[src/rtl/lfsr.sv]
// Free-running maximal-length Fibonacci LFSR, shifting left with feedback into the LSB.
// Width 2..32; taps come from an internal maximal-length polynomial table indexed by N.
module lfsr #(
    parameter int           N    = 4,
    parameter logic [N-1:0] SEED = 1
) (
    input  logic         clk_i,
    input  logic         rst_i,
    output logic [N-1:0] data_o
);

    generate
        if (N < 2 || N > 32) begin : g_bad_width
            $error("lfsr: N must be in 2..32");
        end
    endgenerate

    // Bit k-1 set for tap k of the maximal-length polynomial of width n.
    function automatic logic [31:0] tap_mask(input int n);
        case (n)
            2:       return 32'h0000_0003;
            3:       return 32'h0000_0006;
            4:       return 32'h0000_000C;
            5:       return 32'h0000_0014;
            6:       return 32'h0000_0030;
            7:       return 32'h0000_0060;
            8:       return 32'h0000_00B8;
            9:       return 32'h0000_0110;
            10:      return 32'h0000_0240;
            11:      return 32'h0000_0500;
            12:      return 32'h0000_0829;
            13:      return 32'h0000_100D;
            14:      return 32'h0000_2015;
            15:      return 32'h0000_6000;
            16:      return 32'h0000_D008;
            17:      return 32'h0001_2000;
            18:      return 32'h0002_0400;
            19:      return 32'h0004_0023;
            20:      return 32'h0009_0000;
            21:      return 32'h0014_0000;
            22:      return 32'h0030_0000;
            23:      return 32'h0042_0000;
            24:      return 32'h00E1_0000;
            25:      return 32'h0120_0000;
            26:      return 32'h0200_0023;
            27:      return 32'h0400_0013;
            28:      return 32'h0900_0000;
            29:      return 32'h1400_0000;
            30:      return 32'h2000_0029;
            31:      return 32'h4800_0000;
            32:      return 32'h8020_0003;
            default: return 32'h0000_0000;
        endcase
    endfunction

    localparam logic [31:0]  TAP_MASK  = tap_mask(N);
    // A zero seed would lock the register up, so it is replaced by 1.
    localparam logic [N-1:0] RESET_VAL = (SEED == '0) ? N'(1) : SEED;

    logic [N-1:0] r_state;
    logic [N-1:0] w_tapped;
    logic         w_fb;
    logic [N-1:0] w_state_next;

    genvar gi;
    generate
        for (gi = 0; gi < N; gi++) begin : g_tap
            assign w_tapped[gi] = r_state[gi] & TAP_MASK[gi];
        end
    endgenerate

    assign w_fb = ^w_tapped;

    // The all-zero state cannot be reached normally; recover from it anyway.
    always_comb begin
        w_state_next = {r_state[N-2:0], w_fb};
        if (r_state == '0) begin
            w_state_next = N'(1);
        end
    end

    always_ff @(posedge clk_i) begin
        if (rst_i) begin
            r_state <= RESET_VAL;
        end else begin
            r_state <= w_state_next;
        end
    end

    assign data_o = r_state;

endmodule

[config.mk]
export PLATFORM = sky130hd
export DESIGN_NAME = lfsr
export DESIGN_NICKNAME = d
export VERILOG_FILES = /design/src/rtl/lfsr.sv
export SDC_FILE = /design/constraint.sdc
export NUM_CORES = 1
export LEC_CHECK = 0
export ABC_AREA = 1
export CAP_MARGIN = 20
export CORE_AREA = 2 2 39 41
export DETAILED_ROUTE_END_ITERATION = 12
export DIE_AREA = 0 0 41 43
export GPL_ROUTABILITY_DRIVEN = 0
export SYNTH_ARGS = -nofsm -noshare
export SYNTH_HDL_FRONTEND = slang
export SYNTH_SLANG_ARGS = --single-unit
[constraint.sdc]
create_clock -name clk_i -period 0.95 [get_ports clk_i]
set_input_delay 0.19 -clock clk_i [delete_from_list [all_inputs] [get_ports clk_i]]
set_output_delay 0.19 -clock clk_i [all_outputs]
set_load 0.01 [all_outputs]
==> results.cfg <==
[die]
rows = 14
die_w_um = 41
die_area_mm2 = 0.00176
num_io_pins = 6
core_mm2 = 0.00138
start_util_pct = 10.6
die_y_um = 43

[synthesis]
synth_top_area_share_pct = 54.7
synth.distinct_cells = 6
synth_edf_count = 0
synthCells = 17
yosysMostFrequentCell = inv_1
syn_nets = 20
yosysWarnings = 0
async_flop_share_pct = 0
ys_ff_latch = 4
yosysSeqAreaShare_pct = 54.7
avgSynthCellArea_um2 = 8.61
synthTopCellsByCount = inv_1 (5), dfxtp_1 (4), nor2_1 (4)
synth-main-ff-cell = dfxtp_1
synthesis.area_um2 = 146
yosys.area.top_type = dfxtp_1
ys_top_cells_by_area = dfxtp_1 (55%), inv_1 (13%), nor2_1 (10%)

[power]
finalPower_uw = 511
max-vdd-ir-drop_mv = 0.231
p_leak_nw = 0.119
pwr_density_cell_mw_per_mm2 = 2170

[drt]
wl_per_cell_um = 6.09
drt_pre_antenna_iters = 1
vias = 130
ant_nets = 0
route.detailed.drc = 0
routed_wl_um = 262
via_per_inst = 3.02
drt_iter0_drc = 0

[cts]
ctsRootBufferMaster = clkbuf_4
htreeDepth = 1
cts_tree = built
hold_buffers = 0
cts_made_buffers = 3
cts.sinks = 4
insertion_delay_ns = 0.23
clock_path_buffers = 2
clkSlewWorstSetupHoldPaths_ns = 0.04

[cells_and_area]
regArea_um2 = 81.3
utilization_pct = 17.0
multi_input_area_um2 = 47.5
diodes = 0
drive_above_1_share_pct = 48.1
largest_reg_flops = 4
finalInstanceArea_um2 = 235
final_cells = 43
fillers = 176
area_delta_synth_final_pct = 60.7
final_nets = 32

[placement]
place_area_um2 = 239
place_inst = 41
place_ws_ns = -0.0859
detailed_place_hpwl_um = 204
portBuffers = 5

[timing]
slew_viol_final = 0
fmax_mhz = 1110
rsz0062_at_grt = no
fin_skew_ns = 0.000724
whs_ns = 0.439
finalSetupTns_ns = 0
worst_pin_slew_ns = 0.118
final_hold_viol_count = 0
period_share_pct = 94.5
layout_setup_ws_ns = 0.0527
relSlewSlack_pct = 92.1
fin_crit_ns = 0.897
finalSetupViolCount = 0

[global_routing]
grt_antenna_before_repair = 0
grt_usage_pct = 4.01
grt_start_max_net_pins = 4
overflow = 0
grt_pass1_wl_um = 358
grt_pass1_vias = 129

[critical_path]
end_kind = flop
crit_required_ns = 1.06
worstPathArrival_ns = 1.01
crit_fanout = 2
cp-start-kind = flop
critPathKind = reg -> reg

[hold_path]
min-delay-path-class = reg -> reg

[job]
drv_cap = 0

[outcome]
status = completed
==> cell families (layout without fill, tap and decap cells) <==
group | after synthesis | count (layout) | share of synthesized area [%]
adders and majority gates | 1 | 1 | 8.55
buffers and inverters | 5 | 15 | 12.8
DFF | 4 | 4 | 54.7
and+or+nand+nor | 7 | 7 | 23.9
==> path summary, 6_finish.rpt <==
check                                           from                    to  slack, ns  depth (start not counted)
worst max-delay path            data_o[3]$_SDFF_PP0_  data_o[0]$_SDFF_PP1_       0.05                          3
worst min-delay path            data_o[2]$_SDFF_PP0_  data_o[3]$_SDFF_PP0_       0.44                          2
worst max register to register  data_o[3]$_SDFF_PP0_  data_o[0]$_SDFF_PP1_       0.05                          3
worst min register to register  data_o[2]$_SDFF_PP0_  data_o[3]$_SDFF_PP0_       0.44                          2
==> area by class of cell <==
class	instances	share of cell area (%)
clock buffers	3	9.57
inverters	5	7.98
multi-input cells	8	20.2
flip-flops and latches	4	34.6
well taps	16	8.51
repair buffers	7	19.1
==> where the power goes <==
part           switching, mW  internal, mW  leakage [nW]
sequential           0.00906         0.191        0.0335
clock                 0.0662         0.141        0.0138
combinational         0.0512        0.0528        0.0720
==> cells in the final DEF, fill, tap and decap left out <==
| master | count |
|---|---|
| dfxtp_2 | 1 |
| nand2_2 | 2 |
| inv_1 | 4 |
| inv_2 | 1 |
| ha_1 | 1 |
| nand3b_1 | 1 |
| clkdlybuf4s50_1 | 1 |
| buf_4 | 2 |
| buf_2 | 4 |
| clkbuf_4 | 3 |
| dfxtp_1 | 3 |
| nor2_1 | 4 |
==> worst max-delay path, stage by stage (launching register included) <==
cell and delay (ns):
dfxtp_1 0.32, inv_1 0.05, ha_1 0.27, nand3b_1 0.15
==> timing repair <==
action | CTS | global route
setup buffers | 0 | 0
hold endpoints to repair | 0 | 0
gates resized for setup | 18 | 0
endpoints found under the setup margin | 5 | 0
==> per-layer routing <==
metal	wire, um	global-route usage [%]	part of all wire, %	up-vias
met3	17	0	6.5	0
met5	0	0	0	-
met4	0	12.0	0	0
met2	160	5.31	61	3
li1	-	-	-	68
met1	84	1.60	32	59
No activity file was read; power rests on OpenSTA's default activity.
